File: config.mk
export PLATFORM = sky130hd
export DESIGN_NAME = cxu_accum_unit
export DESIGN_NICKNAME = d
export VERILOG_FILES = /design/src/rtl/cxu_accum_unit.sv
export SDC_FILE = /design/constraint.sdc
export NUM_CORES = 2
export LEC_CHECK = 0
export ABC_AREA = 1
export BUFFER_PORTS_ARGS = -buffer_cell sky130_fd_sc_hd__buf_2
export CAP_MARGIN = 10
export CORE_ASPECT_RATIO = 0.5
export CORE_MARGIN = 3
export CORE_UTILIZATION = 40
export CTS_BUF_LIST = sky130_fd_sc_hd__clkbuf_4 sky130_fd_sc_hd__clkbuf_8
export DETAILED_ROUTE_END_ITERATION = 8
export PLACE_DENSITY = 0.58
export SYNTH_ARGS = -nofsm -noshare
export SYNTH_HDL_FRONTEND = slang
export SYNTH_SLANG_ARGS = --single-unit
File: constraint.sdc
create_clock -name clk -period 8.2 [get_ports clk]
set_clock_uncertainty 0.15 [all_clocks]
set_input_delay 1.23 -clock clk [delete_from_list [all_inputs] [get_ports clk]]
set_output_delay 1.23 -clock clk [all_outputs]
set_load 0.01 [all_outputs]
File: src/rtl/cxu_accum_unit.sv
`default_nettype none
// ============================================================================
//  Module   : cxu_accum_unit
//  Purpose  : Composable custom-function unit on the CXU request/response
//             port. It keeps one DATA_W accumulator per state context
//             (2**STATE_W contexts) and executes MAC / READ / WRITE / CLEAR.
//             Tagged responses return in accept order through a response
//             FIFO with backpressure.
//  Ports    : clk, rst (sync, active-high)
//             cxu_req_*  : valid/ready request channel (id, cxu, state,
//                          func, insn (ignored), data0 = A, data1 = B)
//             cxu_resp_* : valid/ready response channel (id, status, data)
//                          status 0=OK, 1=BAD_FUNC, 2=BAD_CXU
//  Config   : CXU_ACCUM_SAT_EN - when defined, MAC is signed and saturating.
//             Otherwise MAC is unsigned and wraps modulo 2**DATA_W.
//  Revision : 1.0 - initial release
// ============================================================================
module cxu_accum_unit #(
  parameter int REQ_ID_W   = 4,
  parameter int CXU_ID_W   = 4,
  parameter int STATE_W    = 2,
  parameter int FUNC_W     = 3,
  parameter int INSN_W     = 32,
  parameter int DATA_W     = 32,
  parameter int STATUS_W   = 2,
  parameter int CXU_ID     = 0,
  parameter int RESP_DEPTH = 4    // power of two, >= 2
) (
  input  logic                clk,
  input  logic                rst,
  // request channel
  input  logic                cxu_req_valid,
  output logic                cxu_req_ready,
  input  logic [REQ_ID_W-1:0] cxu_req_id,
  input  logic [CXU_ID_W-1:0] cxu_req_cxu,
  input  logic [STATE_W-1:0]  cxu_req_state,
  input  logic [FUNC_W-1:0]   cxu_req_func,
  input  logic [INSN_W-1:0]   cxu_req_insn,
  input  logic [DATA_W-1:0]   cxu_req_data0,
  input  logic [DATA_W-1:0]   cxu_req_data1,
  // response channel
  output logic                cxu_resp_valid,
  input  logic                cxu_resp_ready,
  output logic [REQ_ID_W-1:0] cxu_resp_id,
  output logic [STATUS_W-1:0] cxu_resp_status,
  output logic [DATA_W-1:0]   cxu_resp_data
);

  // --------------------------------------------------------------------------
  // Constants
  // --------------------------------------------------------------------------
  localparam int PTR_W = $clog2(RESP_DEPTH);
  localparam int CNT_W = PTR_W + 1;
  localparam int NCTX  = 2 ** STATE_W;

  localparam logic [CNT_W-1:0]    DEPTH_C   = CNT_W'(RESP_DEPTH);
  localparam logic [CXU_ID_W-1:0] CXU_SEL   = CXU_ID_W'(CXU_ID);

  localparam logic [FUNC_W-1:0]   FN_MAC    = FUNC_W'(0);
  localparam logic [FUNC_W-1:0]   FN_READ   = FUNC_W'(1);
  localparam logic [FUNC_W-1:0]   FN_WRITE  = FUNC_W'(2);
  localparam logic [FUNC_W-1:0]   FN_CLEAR  = FUNC_W'(3);

  localparam logic [STATUS_W-1:0] ST_OK       = STATUS_W'(0);
  localparam logic [STATUS_W-1:0] ST_BAD_FUNC = STATUS_W'(1);
  localparam logic [STATUS_W-1:0] ST_BAD_CXU  = STATUS_W'(2);

  // --------------------------------------------------------------------------
  // State
  // --------------------------------------------------------------------------
  logic [DATA_W-1:0]   acc_q [NCTX];
  logic [DATA_W-1:0]   acc_d [NCTX];

  logic [REQ_ID_W-1:0] fifo_id_q     [RESP_DEPTH];
  logic [STATUS_W-1:0] fifo_status_q [RESP_DEPTH];
  logic [DATA_W-1:0]   fifo_data_q   [RESP_DEPTH];

  logic [PTR_W-1:0]    head_q;
  logic [PTR_W-1:0]    tail_q;
  logic [CNT_W-1:0]    count_q;
  logic [CNT_W-1:0]    count_d;

  // The raw instruction word carries nothing this unit decodes.
  logic                w_unused_insn;
  assign w_unused_insn = ^cxu_req_insn;

  // --------------------------------------------------------------------------
  // Handshakes
  // --------------------------------------------------------------------------
  logic w_accept;
  logic w_pop;

  // Ready depends only on the registered count, so there is no path from
  // cxu_resp_ready to cxu_req_ready; a pop while full frees a slot next cycle.
  assign cxu_req_ready  = (count_q < DEPTH_C);
  assign cxu_resp_valid = (count_q != '0);
  assign w_accept       = cxu_req_valid & cxu_req_ready;
  assign w_pop          = cxu_resp_valid & cxu_resp_ready;

  // --------------------------------------------------------------------------
  // MAC datapath
  // --------------------------------------------------------------------------
  logic [DATA_W-1:0] w_acc_old;
  logic [DATA_W-1:0] w_mac_res;

  assign w_acc_old = acc_q[cxu_req_state];

`ifdef CXU_ACCUM_SAT_EN
  localparam int PW = 2 * DATA_W;

  logic signed [PW-1:0] w_prod;
  logic        [PW:0]   w_sum;
  logic                 w_ovf;

  // Full-width signed product; (-2**(DATA_W-1))**2 still fits in PW bits.
  assign w_prod = PW'($signed(cxu_req_data0)) * PW'($signed(cxu_req_data1));

  // One extra bit of headroom so the sum of the product and the
  // sign-extended accumulator can never wrap.
  assign w_sum  = {w_prod[PW-1], w_prod}
                + {{(DATA_W + 1){w_acc_old[DATA_W-1]}}, w_acc_old};

  // The result fits in DATA_W signed bits only when every bit from the
  // DATA_W-1 position upward is a copy of the sign.
  assign w_ovf  = ~((&w_sum[PW:DATA_W-1]) | ~(|w_sum[PW:DATA_W-1]));

  always_comb begin
    w_mac_res = w_sum[DATA_W-1:0];
    if (w_ovf) begin
      w_mac_res = w_sum[PW] ? {1'b1, {(DATA_W - 1){1'b0}}}
                            : {1'b0, {(DATA_W - 1){1'b1}}};
    end
  end
`else
  logic [DATA_W-1:0] w_prod_lo;

  // Only the low DATA_W bits of the unsigned product matter for a
  // modulo-2**DATA_W accumulate.
  assign w_prod_lo = cxu_req_data0 * cxu_req_data1;
  assign w_mac_res = w_acc_old + w_prod_lo;
`endif

  // --------------------------------------------------------------------------
  // Function decode
  // --------------------------------------------------------------------------
  logic [STATUS_W-1:0] w_status;
  logic [DATA_W-1:0]   w_data;
  logic                w_acc_we;
  logic [DATA_W-1:0]   w_acc_wdata;

  always_comb begin
    w_status    = ST_OK;
    w_data      = '0;
    w_acc_we    = 1'b0;
    w_acc_wdata = '0;
    // A request for another CXU is rejected before the function is examined.
    if (cxu_req_cxu != CXU_SEL) begin
      w_status = ST_BAD_CXU;
    end else begin
      case (cxu_req_func)
        FN_MAC: begin
          w_data      = w_mac_res;
          w_acc_we    = 1'b1;
          w_acc_wdata = w_mac_res;
        end
        FN_READ: begin
          w_data = w_acc_old;
        end
        FN_WRITE: begin
          w_data      = w_acc_old;
          w_acc_we    = 1'b1;
          w_acc_wdata = cxu_req_data0;
        end
        FN_CLEAR: begin
          w_acc_we    = 1'b1;
          w_acc_wdata = '0;
        end
        default: begin
          w_status = ST_BAD_FUNC;
        end
      endcase
    end
  end

  // --------------------------------------------------------------------------
  // Accumulator next state: the update lands on the accept edge, so the
  // next back-to-back request to the same context sees it.
  // --------------------------------------------------------------------------
  always_comb begin
    for (int i = 0; i < NCTX; i++) begin
      acc_d[i] = acc_q[i];
    end
    if (w_accept && w_acc_we) begin
      acc_d[cxu_req_state] = w_acc_wdata;
    end
  end

  always_ff @(posedge clk) begin
    if (rst) begin
      for (int i = 0; i < NCTX; i++) begin
        acc_q[i] <= '0;
      end
    end else begin
      for (int i = 0; i < NCTX; i++) begin
        acc_q[i] <= acc_d[i];
      end
    end
  end

  // --------------------------------------------------------------------------
  // Response FIFO
  // --------------------------------------------------------------------------
  always_comb begin
    count_d = count_q;
    case ({w_accept, w_pop})
      2'b10:   count_d = count_q + CNT_W'(1);
      2'b01:   count_d = count_q - CNT_W'(1);
      default: count_d = count_q;   // idle, or push and pop together
    endcase
  end

  // Storage is cleared on reset so the head outputs read zero.
  always_ff @(posedge clk) begin
    if (rst) begin
      head_q  <= '0;
      tail_q  <= '0;
      count_q <= '0;
      for (int i = 0; i < RESP_DEPTH; i++) begin
        fifo_id_q[i]     <= '0;
        fifo_status_q[i] <= '0;
        fifo_data_q[i]   <= '0;
      end
    end else begin
      // Accept already implies a free slot, so a push never overwrites.
      if (w_accept) begin
        fifo_id_q[tail_q]     <= cxu_req_id;
        fifo_status_q[tail_q] <= w_status;
        fifo_data_q[tail_q]   <= w_data;
        tail_q                <= tail_q + PTR_W'(1);
      end
      if (w_pop) begin
        head_q <= head_q + PTR_W'(1);
      end
      count_q <= count_d;
    end
  end

  // Head entry is read straight out of the storage registers and only moves
  // on a pop, so it stays stable while the consumer stalls.
  assign cxu_resp_id     = fifo_id_q[head_q];
  assign cxu_resp_status = fifo_status_q[head_q];
  assign cxu_resp_data   = fifo_data_q[head_q];

endmodule
`default_nettype wire

==> flow_metrics.py <==
metrics = {
    "status": {
        "outcome": "finished clean",
    },
    "grt": {
        "grt_pass1_vias": 26010,
        "grt-busiest-layer": "met2",
        "gr-total-overflow": 0,
        "gr-usage-met2_pct": 35.8,
        "grt_util_met1_pct": 32.1,
        "grt_first_pass_wirelength_um": 145000,
        "track_usage_pct": 22.5,
        "grt_max_degree": 78,
        "antenna_found_initial": 1,
        "use_met3_pct": 4.50,
    },
    "die": {
        "placementRows": 71,
        "core-area_mm2": 0.0762,
        "io_pins": 153,
        "die_h_um": 203,
        "dieWidth_um": 401,
        "design.die.area_mm2": 0.0816,
        "initial_core_util_pct": 40.9,
    },
    "clock_network": {
        "h-tree-depth": 2,
        "cts_max_path_buffers": 3,
        "cts.clk_slew.worst_paths_ns": 0.06,
        "cts_tree": "yes",
        "cts-root-buf": "clkbuf_8",
        "clock_sinks": 289,
        "clk_latency_ns": 0.58,
        "numCtsBuffers": 50,
        "cts_hold_buf": 0,
    },
    "logic_synthesis": {
        "postSynthAreaPerCell_um2": 7.76,
        "yosys.area_share.adder_pct": 33.2,
        "synth_compound_area_share_pct": 9.99,
        "syn_area_mm2": 0.0312,
        "muxShareOfSynthArea_pct": 0,
        "synth_top_area_cell": "fa_1",
        "yosys_register_bits": 289,
        "ys_top_cells_by_area": "fa_1 28%, edfxtp_1 15%, inv_1 14%",
        "post-synth-top-count-cell": "inv_1",
        "synth_top_area_share_pct": 28.2,
        "synth_top_family_by_area": "adder cells",
        "yosysWarningCount": 0,
        "synth_nets": 4697,
        "ys.flop_type": "edfxtp_1",
        "synth-edff-count": 152,
        "synth_cells": 4020,
        "yosysSeqAreaShare_pct": 23.4,
        "yosys.area_share.simple_pct": 16.3,
        "ys_types": 50,
        "ys_top_cells_by_count": "1155 x inv_1, 837 x nand2_1, 439 x fa_1, 261 x nor2_1, 169 x o21ai_0",
        "async_flop_share_pct": 0,
        "synthXorXnorAreaFrac_pct": 0.309,
    },
    "worst_setup_path": {
        "worst_ep_required_time_ns": 8.32,
        "worstPathMaxFanout": 9,
        "worst_path_max_delay_cell": "fa_1",
        "crit_top_cell": "fa_1",
        "worstSetupPathType": "in -> reg",
        "critPathCaptureType": "register",
        "cp-start-kind": "input port",
        "crit_path_max_incr_delay_ns": 0.56,
        "arrival_ns": 8.14,
    },
    "finish": {
        "area_growth_pct": 15.7,
        "regArea_mm2": 0.00731,
        "fillers": 7568,
        "drive_gt1_share_pct": 15.4,
        "multiInputGateArea_mm2": 0.0193,
        "nNetsFinal": 4940,
    },
    "drt": {
        "antenna_left": 0,
        "drt-pass1-iter-count": 5,
        "wl_um": 91900,
        "initialDrtViolationCount": 1763,
        "wl_per_cell_um": 17.3,
        "vias_per_cell": 4.88,
        "vias": 26026,
        "drc": 0,
    },
    "place": {
        "place.gp.congestion": 0.922,
        "io_buffers": 120,
        "hpwlAfterDp_um": 69900,
    },
    "timing": {
        "slew_headroom_pct": 25.6,
        "min_period_over_period_pct": 97.9,
        "period_minus_slack_ns": 8.03,
        "report.final.slew_viol_count": 0,
        "fmax_mhz": 125,
        "finalHoldViolations": 0,
        "worst_pin_slew_ns": 1.11,
        "hold_ws_ns": 0.302,
        "finalSetupViolCount": 0,
    },
    "hold_path": {
        "min_path_type": "reg -> reg",
    },
    "job": {
        "maxCapViolCount": 0,
    },
}
[per-stage QoR]
step / TNS (ns) / worst slack [ns] / cells / utilization [%] / cell area (µm²)
finish: 0 / 0.175 / 5328 / 47.4 / 36100
global route: -0.164 / -0.0311 / 5327 / 47.4 / 36100
CTS: -0.00607 / -0.00585 / 5321 / 46.6 / 35500
detailed placement: -64.43 / -0.693 / 5227 / 45.1 / 34400
global placement: -60.20 / -0.683 / 5227 / 45.1 / 34400
floorplan: 0 / 0.000741 / 4020 / - / 31300
[path summary, 6_finish.rpt]
path / start / end / slack (ns) / cells after the start
setup reg to reg: acc_q[0][22] / fifo_data_q[2][24] / 0.86 / 28
setup / recovery: cxu_req_state[0] / fifo_data_q[2][20] / 0.17 / 31
hold / removal: acc_q[2][1] / acc_q[2][1] / 0.30 / 2
hold reg to reg: acc_q[2][1] / acc_q[2][1] / 0.30 / 2
[logic make-up (layout without fill, tap and decap cells)]
group	Yosys count	after routing
compound gates	532	532
xor+xnor	11	11
fa+ha+maj	564	564
buf+inv	1365	1649
flops	289	289
other cells	0	2
simple gates	1259	1259
[layout by cell type (no fill, tap or decap), types with 7 or more instances in the layout]
cell type / n
edfxtp_1: 152
o21ai_1: 31
nand2_2: 23
o21a_1: 15
fa_1: 433
nand3_1: 108
o221ai_1: 7
o22ai_2: 9
buf_4: 256
nor2_4: 7
xor2_1: 7
dfxtp_1: 136
nor2_2: 14
ha_4: 11
o21bai_1: 11
nand3b_1: 9
o22ai_1: 50
inv_2: 22
a21oi_1: 132
ha_1: 113
clkbuf_8: 56
nand3_2: 8
nand2_1: 816
o211ai_1: 30
buf_12: 11
a22oi_1: 12
buf_2: 118
o21ai_0: 156
a21oi_2: 34
nor2_1: 249
o21ai_2: 8
inv_1: 1142
clkbuf_4: 34
[worst max-delay path: cells and delay by family]
kind	cells	cell delay, ns
AOI/OAI and AO/OA	6	1.09
adders and majority gates	9	4.19
buffers and inverters	12	1.24
and+or+nand+nor	4	0.39
[sequential cells by signal (all words and copies together), names as in the netlist, named ones only]
name,cells
count_q,3
tail_q,2
fifo_data_q,128
fifo_id_q,16
acc_q,128
fifo_status_q,8
head_q,2
[cell type report]
cell class / count / area share [%]
multi-input combinational: 2366 / 53.4
clock buffer: 90 / 2.84
sequential: 289 / 20.2
tap: 1022 / 3.54
antenna: 2 / 0.0139
inverter: 1166 / 12.1
timing repair buffer: 390 / 7.73
clock inverter: 3 / 0.135
[routing by layer]
layer / vias up / part of all wire (%)
li1: 12376 / -
met1: 12803 / 46
met3: 91 / 7.7
met2: 756 / 45
met4: 0 / 1.8
met5: - / 0
[repair_timing]
item,CTS,global route
buffers inserted,1,5
resized for setup,12,127
cloned,0,0
setup endpoints to repair,20,133
pin swaps,0,39
Power is not shown: default switching activity piles up to over one toggle a cycle in this logic, so the estimate is an artifact.
